--- config.mk ---
export PLATFORM = sky130hd
export DESIGN_NAME = conv2d_stream_engine_flat
export DESIGN_NICKNAME = d
export VERILOG_FILES = /design/src/rtl/conv_pkg.sv /design/src/rtl/conv2d_stream_engine_if.sv /design/src/rtl/conv_line_buffer.sv /design/src/rtl/conv2d_stream_engine.sv /design/src/flat_wrapper.sv
export SDC_FILE = /design/constraint.sdc
export NUM_CORES = 2
export LEC_CHECK = 0
export ABC_AREA = 1
export CORE_MARGIN = 5
export CORE_UTILIZATION = 63
export CTS_CLUSTER_DIAMETER = 120
export CTS_CLUSTER_SIZE = 40
export DETAILED_ROUTE_END_ITERATION = 8
export PLACE_DENSITY = 0.77
export SYNTH_ARGS = -nofsm -noshare
export SYNTH_HDL_FRONTEND = slang
export SYNTH_SLANG_ARGS = --single-unit
--- constraint.sdc ---
create_clock -name clk -period 6.1 [get_ports clk]
set_clock_uncertainty 0.15 [all_clocks]
set_input_delay 1.22 -clock clk [delete_from_list [all_inputs] [get_ports clk]]
set_output_delay 1.22 -clock clk [all_outputs]
set_load 0.005 [all_outputs]
--- src/rtl/conv_pkg.sv ---
// Shared types and width/saturation helpers for the streaming 2D convolution engine.
package conv_pkg;

    typedef enum logic [1:0] {IDLE, RUN, DRAIN} state_t;

    function automatic int acc_width(input int data_w, input int taps);
        return 2 * data_w + $clog2(taps);
    endfunction

    function automatic int cnt_width(input int n);
        return (n > 1) ? $clog2(n) : 1;
    endfunction

    // Clamp to the largest value representable in out_w bits.
    function automatic logic [63:0] saturate(input logic [63:0] value, input int unsigned out_w);
        logic [63:0] max_val;
        max_val = (out_w >= 64) ? '1 : ((64'd1 << out_w) - 64'd1);
        return (value > max_val) ? max_val : value;
    endfunction

endpackage

--- src/rtl/conv2d_stream_engine_if.sv ---
// Pixel input stream and result output stream of the convolution engine.
interface conv2d_stream_engine_if #(
    parameter int DATA_W = 8,
    parameter int OUT_W  = 8
);
    logic              pix_valid;
    logic              pix_ready;
    logic [DATA_W-1:0] pix_data;
    logic              out_valid;
    logic              out_ready;
    logic [OUT_W-1:0]  out_data;
    logic              out_last;

    modport master (
        output pix_valid, pix_data, out_ready,
        input  pix_ready, out_valid, out_data, out_last
    );

    modport slave (
        input  pix_valid, pix_data, out_ready,
        output pix_ready, out_valid, out_data, out_last
    );
endinterface

--- src/rtl/conv_line_buffer.sv ---
// One image row of delay: dout is the pixel pushed DEPTH enabled cycles earlier.
module conv_line_buffer #(
    parameter int DATA_W = 8,
    parameter int DEPTH  = 4
) (
    input  logic              clk,
    input  logic              rst,
    input  logic              en,
    input  logic [DATA_W-1:0] din,
    output logic [DATA_W-1:0] dout
);
    logic [DATA_W-1:0] mem [DEPTH];

    always_ff @(posedge clk or negedge rst) begin
        if (!rst) begin
            for (int unsigned i = 0; i < DEPTH; i++) mem[i] <= '0;
        end else if (en) begin
            mem[0] <= din;
            for (int unsigned i = 1; i < DEPTH; i++) mem[i] <= mem[i-1];
        end
    end

    assign dout = mem[DEPTH-1];
endmodule

--- src/rtl/conv2d_stream_engine.sv ---
// Streaming KxK convolution over one IMG_HxIMG_W raster frame, with line buffers,
// two-stage multiply/accumulate pipeline, saturation and valid/ready backpressure.
module conv2d_stream_engine
    import conv_pkg::*;
#(
    parameter int DATA_W = 8,
    parameter int IMG_W  = 4,
    parameter int IMG_H  = 4,
    parameter int K      = 3,
    parameter int OUT_W  = 8
) (
    input  logic                     clk,
    input  logic                     rst,
    input  logic                     start,
    input  logic                     cfg_flip,
    input  logic                     coef_we,
    input  logic [$clog2(K*K)-1:0]   coef_addr,
    input  logic [DATA_W-1:0]        coef_data,
    conv2d_stream_engine_if.slave    stream,
    output logic                     busy,
    output logic                     frame_done
);
    localparam int KK     = K * K;
    localparam int ACC_W  = acc_width(DATA_W, KK);
    localparam int PROD_W = 2 * DATA_W;
    localparam int COL_W  = cnt_width(IMG_W);
    localparam int ROW_W  = cnt_width(IMG_H);

    state_t            state, state_nx;
    logic [COL_W-1:0]  col;
    logic [ROW_W-1:0]  row;
    logic              flip;
    logic [DATA_W-1:0] coef     [KK];
    logic [DATA_W-1:0] coef_sel [KK];
    logic [DATA_W-1:0] win      [KK];
    logic [DATA_W-1:0] lb_out   [K-1];
    logic [DATA_W-1:0] col_in   [K];
    logic [PROD_W-1:0] prod     [KK];
    logic              win_vld, win_last, prod_vld, prod_last;
    logic [ACC_W-1:0]  sum;
    logic              advance, accept, col_end, row_end, frame_end, win_ok;

    assign advance   = !stream.out_valid || stream.out_ready;
    assign accept    = stream.pix_valid && stream.pix_ready;
    assign col_end   = (col == COL_W'(IMG_W - 1));
    assign row_end   = (row == ROW_W'(IMG_H - 1));
    assign frame_end = col_end && row_end;
    assign win_ok    = (row >= ROW_W'(K - 1)) && (col >= COL_W'(K - 1));

    always_ff @(posedge clk or negedge rst) begin
        if (!rst) state <= IDLE;
        else      state <= state_nx;
    end

    always_comb begin
        state_nx         = state;
        stream.pix_ready = 1'b0;
        busy             = 1'b0;
        frame_done       = 1'b0;
        case (state)
            IDLE: if (start) state_nx = RUN;
            RUN: begin
                busy             = 1'b1;
                stream.pix_ready = advance;
                if (stream.pix_valid && advance && frame_end) state_nx = DRAIN;
            end
            DRAIN: begin
                busy = 1'b1;
                if (stream.out_valid && stream.out_ready && stream.out_last) begin
                    frame_done = 1'b1;
                    state_nx   = IDLE;
                end
            end
            default: state_nx = IDLE;
        endcase
    end

    always_ff @(posedge clk or negedge rst) begin
        if (!rst) begin
            col  <= '0;
            row  <= '0;
            flip <= 1'b0;
            for (int unsigned i = 0; i < KK; i++) coef[i] <= '0;
        end else if (state == IDLE) begin
            if (coef_we && (32'(coef_addr) < KK)) coef[coef_addr] <= coef_data;
            if (start) begin
                flip <= cfg_flip;
                col  <= '0;
                row  <= '0;
            end
        end else if (accept) begin
            col <= col_end ? '0 : col + COL_W'(1);
            if (col_end) row <= row_end ? '0 : row + ROW_W'(1);
        end
    end

    // Line buffer j delays by j+1 rows; window row K-1 is the current row.
    for (genvar j = 0; j < K - 1; j++) begin : g_lb
        logic [DATA_W-1:0] din;
        if (j == 0) begin : g_head
            assign din = stream.pix_data;
        end else begin : g_chain
            assign din = lb_out[j-1];
        end
        conv_line_buffer #(.DATA_W(DATA_W), .DEPTH(IMG_W)) u_lb (
            .clk  (clk),
            .rst  (rst),
            .en   (accept),
            .din  (din),
            .dout (lb_out[j])
        );
    end

    always_comb begin
        col_in[K-1] = stream.pix_data;
        for (int unsigned r = 0; r < K - 1; r++) col_in[r] = lb_out[K-2-r];
    end

    always_comb begin
        for (int unsigned i = 0; i < KK; i++) coef_sel[i] = flip ? coef[KK-1-i] : coef[i];
    end

    always_comb begin
        sum = '0;
        for (int unsigned i = 0; i < KK; i++) sum = sum + ACC_W'(prod[i]);
    end

    // Every stage advances together; a stalled output freezes the whole pipeline.
    always_ff @(posedge clk or negedge rst) begin
        if (!rst) begin
            for (int unsigned i = 0; i < KK; i++) begin
                win[i]  <= '0;
                prod[i] <= '0;
            end
            win_vld          <= 1'b0;
            win_last         <= 1'b0;
            prod_vld         <= 1'b0;
            prod_last        <= 1'b0;
            stream.out_valid <= 1'b0;
            stream.out_data  <= '0;
            stream.out_last  <= 1'b0;
        end else if (advance) begin
            if (accept) begin
                for (int unsigned r = 0; r < K; r++) begin
                    for (int unsigned c = 0; c < K - 1; c++) win[r*K+c] <= win[r*K+c+1];
                    win[r*K+K-1] <= col_in[r];
                end
            end
            win_vld   <= accept && win_ok;
            win_last  <= accept && frame_end;
            prod_vld  <= win_vld;
            prod_last <= win_last;
            if (win_vld) begin
                for (int unsigned i = 0; i < KK; i++)
                    prod[i] <= PROD_W'(win[i]) * PROD_W'(coef_sel[i]);
            end
            stream.out_valid <= prod_vld;
            stream.out_last  <= prod_vld && prod_last;
            if (prod_vld) stream.out_data <= OUT_W'(saturate(64'(sum), OUT_W));
        end
    end
endmodule

--- src/flat_wrapper.sv ---
// flat-port wrapper written by rule: the top's interface ports become plain ports
module conv2d_stream_engine_flat import conv_pkg::*;
#(
    parameter int DATA_W = 8,
    parameter int IMG_W  = 4,
    parameter int IMG_H  = 4,
    parameter int K      = 3,
    parameter int OUT_W  = 8
)
  (clk, rst, start, cfg_flip, coef_we, coef_addr, coef_data, busy, frame_done, stream_pix_valid, stream_pix_data, stream_out_ready, stream_pix_ready, stream_out_valid, stream_out_data, stream_out_last);
  conv2d_stream_engine_if #(.DATA_W(DATA_W), .OUT_W(OUT_W)) stream_i ();
  input  logic clk;
  input  logic rst;
  input  logic start;
  input  logic cfg_flip;
  input  logic coef_we;
  input  logic [$clog2(K*K)-1:0] coef_addr;
  input  logic [DATA_W-1:0] coef_data;
  output logic busy;
  output logic frame_done;
  input wire logic [$bits(stream_i.pix_valid)-1:0] stream_pix_valid;
  input wire logic [$bits(stream_i.pix_data)-1:0] stream_pix_data;
  input wire logic [$bits(stream_i.out_ready)-1:0] stream_out_ready;
  output wire logic [$bits(stream_i.pix_ready)-1:0] stream_pix_ready;
  output wire logic [$bits(stream_i.out_valid)-1:0] stream_out_valid;
  output wire logic [$bits(stream_i.out_data)-1:0] stream_out_data;
  output wire logic [$bits(stream_i.out_last)-1:0] stream_out_last;
  assign stream_i.pix_valid = stream_pix_valid;
  assign stream_i.pix_data = stream_pix_data;
  assign stream_i.out_ready = stream_out_ready;
  assign stream_pix_ready = stream_i.pix_ready;
  assign stream_out_valid = stream_i.out_valid;
  assign stream_out_data = stream_i.out_data;
  assign stream_out_last = stream_i.out_last;
  conv2d_stream_engine #(.DATA_W(DATA_W), .IMG_W(IMG_W), .IMG_H(IMG_H), .K(K), .OUT_W(OUT_W)) u_core (.clk(clk), .rst(rst), .start(start), .cfg_flip(cfg_flip), .coef_we(coef_we), .coef_addr(coef_addr), .coef_data(coef_data), .stream(stream_i), .busy(busy), .frame_done(frame_done));
endmodule
# Yosys cells after proc, flatten, opt, wreduce, memory -nomap -nowiden
# Cells that the tools add are included.
dict set report word_totals {
  inputBits 27
  regBits 373
}
dict set report op_classes {
  eq_ne 7
  addsub 10
  n_mux 28
  n_reduce_logical 26
  n_mul 9
  magnitude_cmp 6
  bitwise 1
}
# op n
set op_table {}
lappend op_table {{$mul 8x8->16} 9}
lappend op_table {{$add 20x16->20} 7}
lappend op_table {{$mux 8} 10}
lappend op_table {{$bwmux 72} 1}
lappend op_table {{$demux 8 s4} 1}
lappend op_table {{$mux 2} 11}
lappend op_table {{$gt 20x8->1 const B} 1}
lappend op_table {{$add 16x16->17} 1}
lappend op_table {{$logic_and 1x1->1} 12}
lappend op_table {{$reduce_and 2->1} 6}
lappend op_table {{$eq 2x2->1 const B} 3}
lappend op_table {{$pmux 2 s3} 1}
lappend op_table {{$reduce_and 3->1} 2}
lappend op_table {{$ge 5x5->1 const B} 1}
lappend op_table {{$lt 5x1->1 const B} 1}
lappend op_table {{$not 4->5} 1}
lappend op_table {{$add 2x1->2 const B} 2}
lappend op_table {{$ge 2x2->1 const B} 2}
lappend op_table {{$lt 4x4->1 const B} 1}
lappend op_table {{$mux 1} 4}
lappend op_table {{$ne 2x1->1 const B} 2}
lappend op_table {{$reduce_bool 2->1} 2}
lappend op_table {{$eq 2x1->1 const B} 1}
lappend op_table {{$logic_not 2->1} 1}
lappend op_table {{other kinds (4)} 4}

# Longest topological paths before layout
dict set report logic_depth {
  depth_word 10
  depth_mapped 31
  mapped_depth_nobuf 31
}

# Cells and area by module
# Synthesis repeated with hierarchy kept, for this count alone.
dict set report hier_totals {
  cells_unflattened 4496
  hier_area_um2 36832.8
}
# module cells_each instances area_per_inst_um2 seq_area_each_um2
set by_module_without_submodules {}
lappend by_module_without_submodules {conv2d_stream_engine 4208 1 34122.7 7732.4}
lappend by_module_without_submodules {conv_line_buffer 144 2 1355.0 800.8}

# Worst setup path after synthesis
# OpenSTA, ideal clock, no wires.
dict set report synth_timing {
  kind {register to register}
  from {reg u_core.prod[112] (netlist name)}
  to {reg u_core.stream.out_data[0]}
  slack_ns 0.743
  path_stages_with_launch 29
  required_time_ns 5.837
  path_buffers 0
  arrival_ns 5.095
  cell_sequence {dfrtp_1 > ha_1 > inv_1 > fa_1 > o21ai_1 > a21oi_1 > o21ai_0 > xor2_1 > fa_1 > inv_1 > fa_1 > fa_1 > fa_1 > inv_1 > ha_1 > nand2_2 > inv_2 > nand2_1 > nand2_2 > clkinv_1 > nand2_1 > nand2_1 > nand2_1 > nor2_1 > nand3_2 > nor2_4 > nand4_1 > nand2_1 > inv_1}
}
dict set report synth_between {
  elab_chain_len 10
}
# item line_no
set synth_lines {}
lappend synth_lines {{from (decl)} conv2d_stream_engine.sv:38} ;# logic [PROD_W-1:0] prod [KK];
lappend synth_lines {{from (signal, indexed assignment)} conv2d_stream_engine.sv:155} ;# prod[i] <= PROD_W'(win[i]) * PROD_W'(coef_sel[i]);
lappend synth_lines {{$add 16x16->17 *} conv2d_stream_engine.sv:125} ;# for (int unsigned i = 0; i < KK; i++) sum = sum + ACC_W'(prod[i]);
lappend synth_lines {{$add 20x16->20 * (7 in series)} conv2d_stream_engine.sv:125}
lappend synth_lines {{$gt 20x8->1} conv_pkg.sv:18} ;# return (value > max_val) ? max_val : value;
lappend synth_lines {{$mux 8 *} conv_pkg.sv:18}
lappend synth_lines {{to (signal assigned)} conv2d_stream_engine.sv:159} ;# if (prod_vld) stream.out_data <= OUT_W'(saturate(64'(sum), OUT_W));
lappend synth_lines {{to (decl)} conv2d_stream_engine_if.sv:21} ;# output pix_ready, out_valid, out_data, out_last
# Every way passes the cells marked *; elsewhere a longest branch is shown, timed or not.
# A chain may end at the register's enable or synchronous reset.

# Worst setup path in the final report
dict set report layout_timing {
  from {reg u_core.prod[128] (netlist name)}
  to {reg u_core.stream.out_data[3]}
}
# The elaborated chain is that of the path after synthesis.

==> impl_metrics.csv <==
group,metric,value,unit
yosys,synth_top_cell_area_share,25.3,%
clocking,clkLatencyLatePin,580,ps
critical_path,crit_type,"reg -> reg",
critical_path,r2r-start,"u_core.prod[128]",
grt,grt_max_degree,140,
sta,fin_crit_sh,95.3,%
yosys,synth_seq_cells,373,
drt,wl,92100,µm
clocking,postCtsResizedCells,0,
floorplanning,row_count,88,
critical_path,critPathMaxFanout,8,
clocking,cts_sinks,373,
drt,viasPerCell,5.49,
drt,post_drt_wl_per_cell,17.4,µm
drt,vias,29000,
floorplanning,io_pins,40,
sta,setup_tns,0,ps
sta,tightest_slew,998,ps
yosys,synth-edff-count,0,
grt,antenna_found_initial,1,
critical_path,crit_path_end_kind,"register",
sta,slew_viol_final,0,
floorplanning,start_util,63.8,%
critical_path,cpPeakStageDelay,550,ps
clocking,clockBufferDepth,3,
floorplanning,core,0.0578,mm²
grt,grt-ovfl-total,0,
grt,grt_pass1_vias,28600,
yosys,async_reset_ff_share,100,%
clocking,cts_tree,"yes",
finish,layout-drive-gt1-share,4.15,%
critical_path,critPathSlowestCell,"fa_1",
clocking,htree_levels,1,
critical_path,worstPathRequired,6380,ps
critical_path,crit_path_start,"u_core.prod[128]",
drt,firstDrtPassIters,5,
critical_path,critPathTopFamily,"adder cells",
run,cap_violations,0,
finish,antenna_cells,0,
placed_design,placed_area,0.0383,mm²
yosys,synthCells,4507,
sta,relSlewSlack,33.5,%
yosys,synthFlopType,"dfrtp_1",
grt,grt_usage,29.6,%
clocking,numCtsBuffers,15,
sta,holdWs,346,ps
sta,fin_crit,5810,ps
sta,hold_viol,0,
clocking,postCtsSetupRepairBufs,0,
yosys,netlist.top_cell.by_area,"dfrtp_1",
finish,post-route-cell-area,0.0390,mm²
finish,fin_cells,5294,
placed_design,io_buffer_count,39,
critical_path,arrival,6100,ps
clocking,path_clk_slew,130,ps
critical_path,rr_worst_depth,27,
min_path,hold_class,"reg -> reg",
drt,drc,0,
drt,first_iter_violations,2697,
floorplanning,dieArea,0.0634,mm²
placed_design,gp_congestion,0.962,
critical_path,worstSetupStartpointType,"register",
grt,grt_pass1_wl,152000,µm
drt,antenna_left,0,
yosys,synth_area_leaders,"dfrtp_1 25%, fa_1 23%, ha_1 13%",
yosys,avgSynthCellArea,8.18,µm²
critical_path,crit_top_cell,"nand2_1",
yosys,ys_warn_count,0,
finish,fillers,4917,
status,status,"complete, no violations",
yosys,mappedNetlistArea,0.0369,mm²
finish,syn_to_final_growth,5.70,%
yosys,yosysSeqAreaShare,25.3,%
floorplanning,die_x,252,µm
yosys,synth_cell_types,47,
clocking,cts-root-buf,"clkbuf_16",
placed_design,post-dp-hpwl,74700,µm
sta,max_clock_freq,172,MHz
yosys,syn_nets,5323,
finish,nets,5337,
floorplanning,die_y,252,µm
min_path,min_from,"u_core.g_lb[1].u_lb.dout[2]",
critical_path,worst-path-buf-inv,5,
min_path,min_path_cells,2,
critical_path,cp_num_cells,27,
placed_design,place_inst,5269,
clocking,ctsHoldBuffers,0,
sta,setup_viol,0,
==> layer usage <==
metal,wire [µm],vias up,track usage (%),share of wire (%)
met1,40700,14200,43.4,44
met2,41900,929,47.6,45
met4,2670,2,6.70,2.9
met3,6810,140,4.46,7.4
met5,13,-,0,0.014
li1,-,13800,-,-
==> through the flow <==
stage	setup slack (ps)	util [%]
after floorplan	743	-
after global placement	344	66.3
after global routing	-12.1	67.4
after CTS	139	67.2
after detailed placement	230	66.3
final	287	67.4
==> worst paths after layout <==
| path | to | slack [ps] |
|---|---|---|
| worst max-delay path | u_core.stream.out_data[3] | 290 |
| worst min-delay path | u_core.win[50] | 350 |
| worst max register to register | u_core.stream.out_data[3] | 290 |
| worst min register to register | u_core.win[50] | 350 |
| max in group asynchronous | u_core.win[10] | 4250 |
| min in group asynchronous | u_core.prod[37] | 400 |
==> layout make-up <==
cell class              instances  area (µm²)  share of cell area [%]
multi-input cells            3049       23500                    60.4
repair buffers                104         946                    2.43
clock buffers                  18         397                    1.02
clock inverters                 7         109                   0.279
inverters                     978        3670                    9.43
flip-flops and latches        373        9340                    24.0
well taps                     765         957                    2.46
==> synthesized netlist by cell type, types with 27 or more instances <==
cell	number
dfrtp_1	373
xor2_1	50
nand2_1	1008
xnor2_1	45
ha_1	369
nand3_1	110
clkbuf_1	68
o21ai_1	48
nor2_1	333
nand4_1	30
buf_2	27
a21oi_1	107
fa_1	420
inv_1	957
o21ai_0	364
==> worst reg2reg max path: stages (launching register included) <==
cell and delay [ps]:
dfrtp_1 380, ha_1 200, inv_1 70, fa_1 410, o21ai_2 230, a21oi_2 120
nor2_1 100, o21ai_1 100, xnor2_1 160, fa_1 490, inv_1 50, fa_1 460
fa_1 520, fa_1 550, inv_1 40, ha_1 370, nand2_1 160, inv_1 50
nand2_1 60, nand2_1 70, a21oi_1 240, nand2_1 90, nand2_1 80, nand3_2 90
nor2_4 190, nand4_1 120, nand2_1 80, inv_1 40
==> cell usage in the layout (no fill, tap or decap), types with 10 or more instances in the layout <==
cell type,n
o21bai_1,11
ha_1,360
nor3_1,23
nand3_1,110
nand4_1,30
nand2_1,1006
o21ai_1,47
inv_2,16
inv_1,957
or2_2,11
a31oi_1,17
fa_1,420
clkdlybuf4s50_1,38
buf_4,60
o21ai_0,363
a21oi_1,104
xor2_1,50
nand2_2,17
clkbuf_16,15
or2_0,10
xnor2_1,45
dfrtp_1,372
nor2_1,332
o21ai_2,12
==> flip-flops by register name (all words and copies together) (netlist names) <==
| register | flops |
|---|---|
| u_core.coef | 72 |
| u_core.col | 2 |
| u_core.flip | 1 |
| u_core.g_lb.u_lb.dout | 16 |
| u_core.g_lb.u_lb.mem | 48 |
| u_core.prod | 144 |
| u_core.prod_last | 1 |
| u_core.prod_vld | 1 |
| u_core.row | 2 |
| u_core.state | 2 |
| u_core.stream.out_data | 8 |
| u_core.stream.out_last | 1 |
| u_core.stream.out_valid | 1 |
| u_core.win | 72 |
| u_core.win_last | 1 |
| u_core.win_vld | 1 |
==> cells by family (layout without fill, tap and decap cells) <==
group | Yosys count | count (layout) | share of synthesized area (%)
simple gates | 1574 | 1574 | 17.4
xor+xnor | 95 | 95 | 2.26
flops | 373 | 373 | 25.3
fa+ha+maj | 789 | 789 | 35.3
buf+inv | 1085 | 1107 | 11.1
mux | 1 | 1 | 0.0305
compound gates | 590 | 590 | 8.46
Power is not shown: default switching activity piles up to over one toggle a cycle in this logic, so the estimate is an artifact.
